## src/rtl/loop_station.sv

```systemverilog
// rtl/loop_station.sv - Looper effect: record, play and overdub a sample loop in shared SRAM
//
// Optional feature macro: LOOP_SAT_EN (saturating overdub write-back; wraps when undefined)
//
// Ports:
//   i_clk, i_rst_n       clock, asynchronous active-low reset
//   i_valid, i_data      input sample strobe and signed sample
//   i_mode               0=STOP 1=RECORD 2=PLAY 3=OVERDUB, captured with each sample
//   i_level              loop/input mix level
//   i_sram_rdata         SRAM read data, valid one cycle after the address
//   o_sram_addr          SRAM address (0 when the bus is idle)
//   o_sram_we_n          SRAM write enable, active low
//   o_sram_wdata         SRAM write data (0 when not writing)
//   o_data, o_valid      processed sample and its one-cycle strobe
//   o_busy               sequencer not idle; new samples are dropped
//   o_record_finish      loop region filled while recording
//   o_loop_len           current loop length in samples
module loop_station #(
   parameter int DATA_W     = 16,
   parameter int ADDR_W     = 20,
   parameter int LEVEL_W    = 3,
   parameter int START_ADDR = 32000,
   parameter int MAX_ADDR   = 671999
) (
   input  logic              i_clk,
   input  logic              i_rst_n,
   input  logic              i_valid,
   input  logic [DATA_W-1:0] i_data,
   input  logic [1:0]        i_mode,
   input  logic [LEVEL_W-1:0] i_level,
   input  logic [DATA_W-1:0] i_sram_rdata,
   output logic [ADDR_W-1:0] o_sram_addr,
   output logic              o_sram_we_n,
   output logic [DATA_W-1:0] o_sram_wdata,
   output logic [DATA_W-1:0] o_data,
   output logic              o_valid,
   output logic              o_busy,
   output logic              o_record_finish,
   output logic [ADDR_W-1:0] o_loop_len
);

   localparam logic [1:0] M_STOP    = 2'd0;
   localparam logic [1:0] M_RECORD  = 2'd1;
   localparam logic [1:0] M_PLAY    = 2'd2;
   localparam logic [1:0] M_OVERDUB = 2'd3;

   localparam logic [ADDR_W-1:0] START_L = ADDR_W'(START_ADDR);
   localparam logic [ADDR_W-1:0] DEPTH_L = ADDR_W'(MAX_ADDR - START_ADDR + 1);
   localparam int                PW      = DATA_W + LEVEL_W + 1;

   typedef enum logic [2:0] {S_IDLE, S_READ, S_LATCH, S_MIX, S_WRITE} state_t;

   state_t state, state_nxt;

   logic [DATA_W-1:0] in_q, loop_q, wdata_q;
   logic [1:0]        mode_q, prev_mode_q;
   logic [ADDR_W-1:0] ptr, len, waddr_q, ptr_adv_q;
   logic              we_q, rec_finish;

   logic              rec_start, rewind, rd_due;
   logic [ADDR_W-1:0] ptr_eff, len_eff, loop_last;
   logic [LEVEL_W:0]  w_in, w_lp;
   logic signed [PW-1:0] p_in, p_lp;
   logic signed [PW:0]   mix_sum;
   logic [DATA_W-1:0] mix_val, od_val;
   logic [DATA_W:0]   od_sum;

   logic [DATA_W-1:0] out_nxt, wdata_nxt;
   logic [ADDR_W-1:0] waddr_nxt, ptr_nxt, len_nxt;
   logic              we_nxt, finish_set;

   // Entering RECORD restarts the region; leaving RECORD rewinds the pointer
   // so that playback of a fresh loop always begins at its first sample.
   always_comb begin
      rec_start = (mode_q == M_RECORD) && (prev_mode_q != M_RECORD);
      rewind    = rec_start || ((mode_q != M_RECORD) && (prev_mode_q == M_RECORD));
      ptr_eff   = rewind ? START_L : ptr;
      len_eff   = rec_start ? '0 : len;
      rd_due    = ((mode_q == M_PLAY) || (mode_q == M_OVERDUB)) && (len_eff != '0);
      loop_last = START_L + len_eff - ADDR_W'(1);
   end

   // Weights always total 2^LEVEL_W, so the shifted sum fits DATA_W.
   always_comb begin
      w_in    = {1'b0, ~i_level};
      w_lp    = {1'b0, i_level} + (LEVEL_W + 1)'(1);
      p_in    = $signed({{(LEVEL_W + 1){in_q[DATA_W-1]}}, in_q})
              * $signed({{DATA_W{1'b0}}, w_in});
      p_lp    = $signed({{(LEVEL_W + 1){loop_q[DATA_W-1]}}, loop_q})
              * $signed({{DATA_W{1'b0}}, w_lp});
      mix_sum = $signed({p_in[PW-1], p_in}) + $signed({p_lp[PW-1], p_lp});
      mix_val = DATA_W'(mix_sum >>> LEVEL_W);
   end

   always_comb begin
      od_sum = {in_q[DATA_W-1], in_q} + {loop_q[DATA_W-1], loop_q};
`ifdef LOOP_SAT_EN
      if (od_sum[DATA_W] != od_sum[DATA_W-1]) begin
         od_val = od_sum[DATA_W] ? {1'b1, {(DATA_W - 1){1'b0}}}
                                 : {1'b0, {(DATA_W - 1){1'b1}}};
      end else begin
         od_val = od_sum[DATA_W-1:0];
      end
`else
      od_val = DATA_W'(od_sum);
`endif
   end

   // Result of the MIX cycle, registered into the WRITE cycle.
   always_comb begin
      out_nxt    = in_q;
      we_nxt     = 1'b0;
      waddr_nxt  = '0;
      wdata_nxt  = '0;
      ptr_nxt    = ptr_eff;
      len_nxt    = len_eff;
      finish_set = 1'b0;
      case (mode_q)
         M_RECORD: begin
            if (len_eff < DEPTH_L) begin
               we_nxt    = 1'b1;
               waddr_nxt = ptr_eff;
               wdata_nxt = in_q;
               ptr_nxt   = ptr_eff + ADDR_W'(1);
               len_nxt   = len_eff + ADDR_W'(1);
            end else begin
               finish_set = 1'b1;
            end
         end
         M_PLAY, M_OVERDUB: begin
            if (rd_due) begin
               out_nxt = mix_val;
               ptr_nxt = (ptr_eff == loop_last) ? START_L : ptr_eff + ADDR_W'(1);
               if (mode_q == M_OVERDUB) begin
                  we_nxt    = 1'b1;
                  waddr_nxt = ptr_eff;
                  wdata_nxt = od_val;
               end
            end
         end
         default: ptr_nxt = START_L;
      endcase
   end

   always_ff @(posedge i_clk or negedge i_rst_n) begin
      if (!i_rst_n) begin
         state <= S_IDLE;
      end else begin
         state <= state_nxt;
      end
   end

   always_comb begin
      state_nxt    = state;
      o_sram_addr  = '0;
      o_sram_we_n  = 1'b1;
      o_sram_wdata = '0;
      o_valid      = 1'b0;
      case (state)
         S_IDLE: begin
            if (i_valid) state_nxt = S_READ;
         end
         S_READ: begin
            state_nxt = S_LATCH;
            if (rd_due) o_sram_addr = ptr_eff;
         end
         S_LATCH: begin
            state_nxt = S_MIX;
            if (rd_due) o_sram_addr = ptr_eff;
         end
         S_MIX: state_nxt = S_WRITE;
         S_WRITE: begin
            state_nxt = S_IDLE;
            o_valid   = 1'b1;
            if (we_q) begin
               o_sram_addr  = waddr_q;
               o_sram_we_n  = 1'b0;
               o_sram_wdata = wdata_q;
            end
         end
         default: state_nxt = S_IDLE;
      endcase
   end

   always_ff @(posedge i_clk or negedge i_rst_n) begin
      if (!i_rst_n) begin
         in_q        <= '0;
         loop_q      <= '0;
         wdata_q     <= '0;
         mode_q      <= M_STOP;
         prev_mode_q <= M_STOP;
         ptr         <= START_L;
         len         <= '0;
         waddr_q     <= '0;
         ptr_adv_q   <= START_L;
         we_q        <= 1'b0;
         rec_finish  <= 1'b0;
         o_data      <= '0;
      end else begin
         case (state)
            S_IDLE: begin
               if (i_valid) begin
                  in_q        <= i_data;
                  mode_q      <= i_mode;
                  prev_mode_q <= mode_q;
                  if (i_mode != M_RECORD) rec_finish <= 1'b0;
               end
            end
            S_LATCH: loop_q <= i_sram_rdata;
            S_MIX: begin
               o_data    <= out_nxt;
               we_q      <= we_nxt;
               waddr_q   <= waddr_nxt;
               wdata_q   <= wdata_nxt;
               ptr_adv_q <= ptr_nxt;
               len       <= len_nxt;
               if (finish_set) rec_finish <= 1'b1;
            end
            S_WRITE: begin
               ptr  <= ptr_adv_q;
               we_q <= 1'b0;
            end
            default: ;
         endcase
      end
   end

   assign o_busy          = (state != S_IDLE);
   assign o_record_finish = rec_finish;
   assign o_loop_len      = len;

endmodule

```

## config.mk

```make
export PLATFORM = sky130hd
export DESIGN_NAME = loop_station
export DESIGN_NICKNAME = d
export VERILOG_FILES = /design/src/rtl/loop_station.sv
export SDC_FILE = /design/constraint.sdc
export NUM_CORES = 1
export LEC_CHECK = 0
export BUFFER_PORTS_ARGS = -buffer_cell sky130_fd_sc_hd__buf_2
export CAP_MARGIN = 20
export CORE_ASPECT_RATIO = 0.8
export CORE_UTILIZATION = 30
export DETAILED_ROUTE_END_ITERATION = 8
export GPL_TIMING_DRIVEN = 1
export REMOVE_ABC_BUFFERS = 1
export SETUP_SLACK_MARGIN = 0.1
export SLEW_MARGIN = 20
export SYNTH_ARGS = -nofsm -noshare
export SYNTH_HDL_FRONTEND = slang
export SYNTH_SLANG_ARGS = --single-unit
export TNS_END_PERCENT = 30
```

## constraint.sdc

```tcl
create_clock -name i_clk -period 8.3 [get_ports i_clk]
set_input_delay 2.49 -clock i_clk [delete_from_list [all_inputs] [get_ports i_clk]]
set_output_delay 2.49 -clock i_clk [all_outputs]
set_load 0.1 [all_outputs]
```

Word level (Yosys, flattened, before mapping)
Index checks and enable logic that the tools add are counted. Widths: inputs -> output; s select.

Word-level logic and storage cells: 92. Flip-flop bits (word level): 153. Input bits: 40. Output and inout bits: 76.

Reduce and logical (&&, ||, !) cells: 14. Equal/unequal tests: 15. Magnitude comparators: 1. Multiply operators: 2. Bitwise gates (word level): 1. Multiplexer cells: 39. Add/sub/neg operators: 7.

Operator list (count): $mux 20 (12); $pmux 20 s2 (3); $mux 16 (7); $add 20x1->20 const B (2); $pmux 16 s2 (1); $add 15x20->20 const A (1); $eq 20x20->1 (1); $lt 20x20->1 const B (1); $reduce_bool 20->1 (1); $sub 20x1->20 const B (1); $add 19x19->19 (1); $mul 16x4->19 (1); $mul 16x5->19 (1); $add 16x16->16 (1); $pmux 3 s4 (1); $mux 1 (11); $eq 3x2->1 const B (2); $ne 2x1->1 const B (3); $ne 2x2->1 const B (3); $pmux 1 s2 (3); $add 3x1->4 const B (1); $eq 2x1->1 const B (2); $eq 2x2->1 const B (2); $reduce_and 4->1 (1); 11 further kinds (16).

Depth between registers and ports, before layout
Word-level depth: 9. Gate-level depth with buffers: 22. Mapped depth without buffers: 21.

Least setup slack after synthesis
Ideal clock, no wire load.

Path kind: register to output. Start point: register mode_q[1]. End point: output o_sram_addr[10]. Arrival time: 5.205 ns. Path slack: 0.605 ns. Cell stages (with the launch flop): 16. Data required time: 5.810 ns. Buffers on the path: 4. Path through: dfrtp_1 -> inv_1 -> nand2_1 -> clkinv_1 -> ha_1 -> buf_2 -> inv_1 -> clkbuf_1 -> nand2_1 -> ha_1 -> clkbuf_1 -> o21a_1 -> nor2_1 -> nand2_1 -> clkbuf_1 -> o21ai_0.

Longest elaborated chain between the ends: 7. Elaborated cells between the ends (all ways): 14. Those cells by class: eq/ne (4); mux (4); reduce/logical (6).

Ends and longest elaborated chain: start, declared (line 56) `logic [1:0] mode_q, prev_mode_q;`; start signal, assigned (line 204) `mode_q <= i_mode;`; $eq 2x1->1 (line 75) `rec_start = (mode_q == M_RECORD) && (prev_mode_q != M_RECORD);`; $logic_and 1x1->1 (line 75); $mux 20 (line 78) `len_eff = rec_start ? '0 : len;`; $reduce_bool 20->1 (line 79) `rd_due = ((mode_q == M_PLAY) || (mode_q == M_OVERDUB)) && (len_eff != '0);`; $logic_and 1x1->1 (line 79); $mux 20 (*) (line 165, 169); $pmux 20 s2 (*) (line 159) `case (state)`; end, declared (line 32) `output logic [ADDR_W-1:0] o_sram_addr,`.

Mark *: on every way between the ends. The rest lies on a longest branch, timed or not.

Final worst setup path
Start point: input i_level[0]. End point: register o_data[14].

Longest elaborated chain between the ends: 5. Elaborated cells between the ends (all ways): 7. Those cells by class: add/sub (2); mul (2); mux (2); bitwise (1).

Ends and longest elaborated chain: start, declared (line 30) `input logic [LEVEL_W-1:0] i_level,`; $add 3x1->4 / $not 3->3 (equally long branches) (line 86, 85); $mul 16x5->19 / $mul 16x4->19 (equally long branches) (line 90, 88); $add 19x19->19 (*) (line 91) `mix_sum = $signed({p_in[PW-1], p_in}) + $signed({p_lp[PW-1], p_lp});`; $mux 16 (*) (line 131) `if (rd_due) begin`; $mux 16 (*) (line 118) `case (mode_q)`; end signal, assigned (line 211) `o_data <= out_nxt;`; end, declared (line 35) `output logic [DATA_W-1:0] o_data,`.

Marked as above. A chain may end at the register's enable or synchronous reset.

==> metrics <==
most frequent cell after synthesis sky130_fd_sc_hd__nand2_1; Post-CTS Setup Repair Bufs 0; WL/cell 19.1 um; via count of the first global-routing pass 11100; number of enable flip-flop cells after synthesis 0; HPWL after detailed placement 30.3 mm; arrival time reported for the critical path endpoint 8.22 ns; CTS tree done; commonest cells in the netlist sky130_fd_sc_hd__nand2_1, sky130_fd_sc_hd__dfrtp_1, sky130_fd_sc_hd__inv_1; post-layout minimum cycle time 7.90 ns; Critical Path Sink Type register; H-tree levels 4; Critical Path Source Type input port; number of placed I/O pins 116; CTS sink cnt 153; type of the most critical hold path reg -> reg; area of the die 44900 um^2; Final Hold Vio Count 0; FF+latch area 3840 um^2; global-route wire length before repair 65.1 mm; actual transition at the worst max-transition pin 1.07 ns; count of input and output buffers 115; peak clock frequency supported by timing 127 MHz; number of buffers created by CTS 17; cts repair resizes 0; Pins Over Slew Limit 0; Core Footprint 43300 um^2; headroom to the max-slew limit 28.6%; result of the run completed; CTS Hold Bufs 0; grt total ovfl 0; insertion delay to the later sink of the worst-skew pair 0.46 ns; sequential cell area fraction in the yosys report 29.1%; number of inserted diodes 0; endpoint of the worst hold-timing path ptr[4]; final worst slack 0.401 ns; RSZ-0062 raised after global routing false; number of rows in the core area 68; area taken by multi-input logic gates 8580 um^2; antenna-violating nets left 0; count of final setup violators 0; root buffer cell sky130_fd_sc_hd__clkbuf_16; data required time at the worst endpoint 8.62 ns; vias post-DR 11300; Reg clk slew, reported paths 0.08 ns; Worst Setup Slack post-DPL -0.0651 ns; worst r2r src in_q[3]; count of unresolved DRC violations after routing 0; cell depth of the worst flop-to-flop path 19; antenna violations before repair 0; vias per cell 5.26; Iter 0 DRT Violations 910; cells taking the most area after synthesis sky130_fd_sc_hd__dfrtp_1, sky130_fd_sc_hd__fa_1, sky130_fd_sc_hd__ha_1; Sum Neg Setup Slack 0 ns; hold-critical path depth 2; flop2flop setup slack 2.53 ns; Die X 237 um; Avg Cell Area, Syn 8.82 um^2; summed instance area of the synthesized netlist 13200 um^2; Syn. warnings 0; Main synth FF type sky130_fd_sc_hd__dfrtp_1; Final Skew 0.0193 ns; last weighted congestion value of the routability-driven placer 0.912; global-route usage over all layers 18.8%; proportion of layout cells with a drive suffix above 1 16.2%; final-stage net count 1771; initial core utilization 30.5%; critical hold path startpoint ptr_adv_q[4]; distinct cell type count of the synthesized netlist 75; Post-synth ARST share 100%; relative area change from synthesis to final layout 15.8%; flops & latches, synth 153; R2R Path End o_data[14]; fraction of synthesized cell area taken by the top area cell type 26.7%; DRT Wirelength 41.1 mm; vertical extent of the die 190 um; fin crit share 95.2%; gate count after technology mapping 1499; number of buffers on the longest clock path 2; Initial DRT Pass Iterations 5; largest net degree at the start of global routing 88; number of fillers in the final layout 4396; library cell occupying the most area in the post-synthesis netlist sky130_fd_sc_hd__dfrtp_1; max-cap viol count 0; classification of the worst setup path in -> reg; Crit Path Max Fanout 16
## registers in the layout, summed over array words and instances (netlist names)
signal           cells
mode_q               2
waddr_q             20
in_q                16
state                3
o_record_finish      1
ptr                 20
we_q                 1
wdata_q             16
o_data              16
prev_mode_q          2
o_loop_len          20
loop_q              16
ptr_adv_q           20
## area by class of cell
type,count,share of cell area [%]
multi-input cells,1133,56.0
flip-flops and latches,153,25.1
repair buffers,139,6.94
well taps,560,4.58
inverters,135,3.31
clock buffers,21,3.01
clock inverters,11,1.04
## cells by family after synthesis
kind of cell	synth area share (%)
simple gates	20.7
compound gates	14.8
buf+inv	6.22
flops	29.1
fa+ha+maj	18.8
xor+xnor	5.03
mux	5.39
## stage by stage
step | area [um^2] | util (%) | hold slack [ns] | cells
finish | 15300 | 35.4 | 0.462 | 2152
global route | 15300 | 35.4 | 0.495 | 2152
CTS | 15300 | 35.4 | 0.475 | 2152
detailed placement | 14700 | 33.9 | 0.465 | 2120
global placement | 14700 | 33.9 | 0.458 | 2120
floorplan | 12900 | - | 0.442 | 1421
## cells in the final DEF, fill, tap and decap left out, drive strengths merged, types with 9 or more instances in the layout
master  synthesis  final
nand2         158    158
a21oi          73     73
fa             78     78
buf            16    139
nor3           26     26
nor2b          36     36
ha             74     74
a22oi          16     16
xor2           29     29
nor2           75     75
or3            10     10
xnor2          47     47
o21ai         111    111
mux2           58     58
a31oi          17     17
a211oi          9      9
nand2b         55     55
and3           25     25
and2           56     56
nand3          41     41
inv           134    138
nand4          13     13
dfrtp         141    141
dfstp          12     12
clkbuf         62     21
o211ai         12     12
nor4            9      9
## routing by layer
metal | vias up | wire length [um] | GRT usage (%)
met4 | 0 | 646 | 4.65
li1 | 5284 | - | -
met1 | 5648 | 20600 | 28.1
met3 | 45 | 2320 | 3.42
met5 | - | 0 | 0
met2 | 339 | 17600 | 27.6
## worst max path at each step
stage,start,to,slack [ns],depth (start not counted)
2_1_floorplan,state[0],o_sram_addr[0],-0.80,4
3_3_place_gp,i_level[0],o_data[14],0.05,24
3_5_place_dp,i_level[0],o_data[14],-0.07,24
4_1_cts,i_level[0],o_data[14],0.43,24
5_1_grt,i_level[0],o_data[14],0.16,24
6_report,i_level[0],o_data[14],0.40,24
## worst max-delay path, cell delays in order
cell                        delay, ns
sky130_fd_sc_hd__buf_2           0.12
sky130_fd_sc_hd__ha_1            0.22
sky130_fd_sc_hd__xor2_1          0.14
sky130_fd_sc_hd__buf_4           0.19
sky130_fd_sc_hd__and2_1          0.17
sky130_fd_sc_hd__ha_1            0.28
sky130_fd_sc_hd__inv_1           0.06
sky130_fd_sc_hd__fa_1            0.52
sky130_fd_sc_hd__inv_1           0.06
sky130_fd_sc_hd__fa_1            0.53
sky130_fd_sc_hd__inv_1           0.06
sky130_fd_sc_hd__fa_1            0.53
sky130_fd_sc_hd__inv_1           0.04
sky130_fd_sc_hd__ha_1            0.34
sky130_fd_sc_hd__nor3_1          0.30
sky130_fd_sc_hd__nor3_1          0.10
sky130_fd_sc_hd__a211oi_1        0.53
sky130_fd_sc_hd__a21oi_1         0.23
sky130_fd_sc_hd__a2111oi_0       0.57
sky130_fd_sc_hd__buf_4           0.22
sky130_fd_sc_hd__o21bai_1        0.08
sky130_fd_sc_hd__a21oi_1         0.17
sky130_fd_sc_hd__xor2_1          0.15
sky130_fd_sc_hd__a31oi_1         0.09
Power is not shown: default switching activity piles up to over one toggle a cycle in this logic, so the estimate is an artifact.
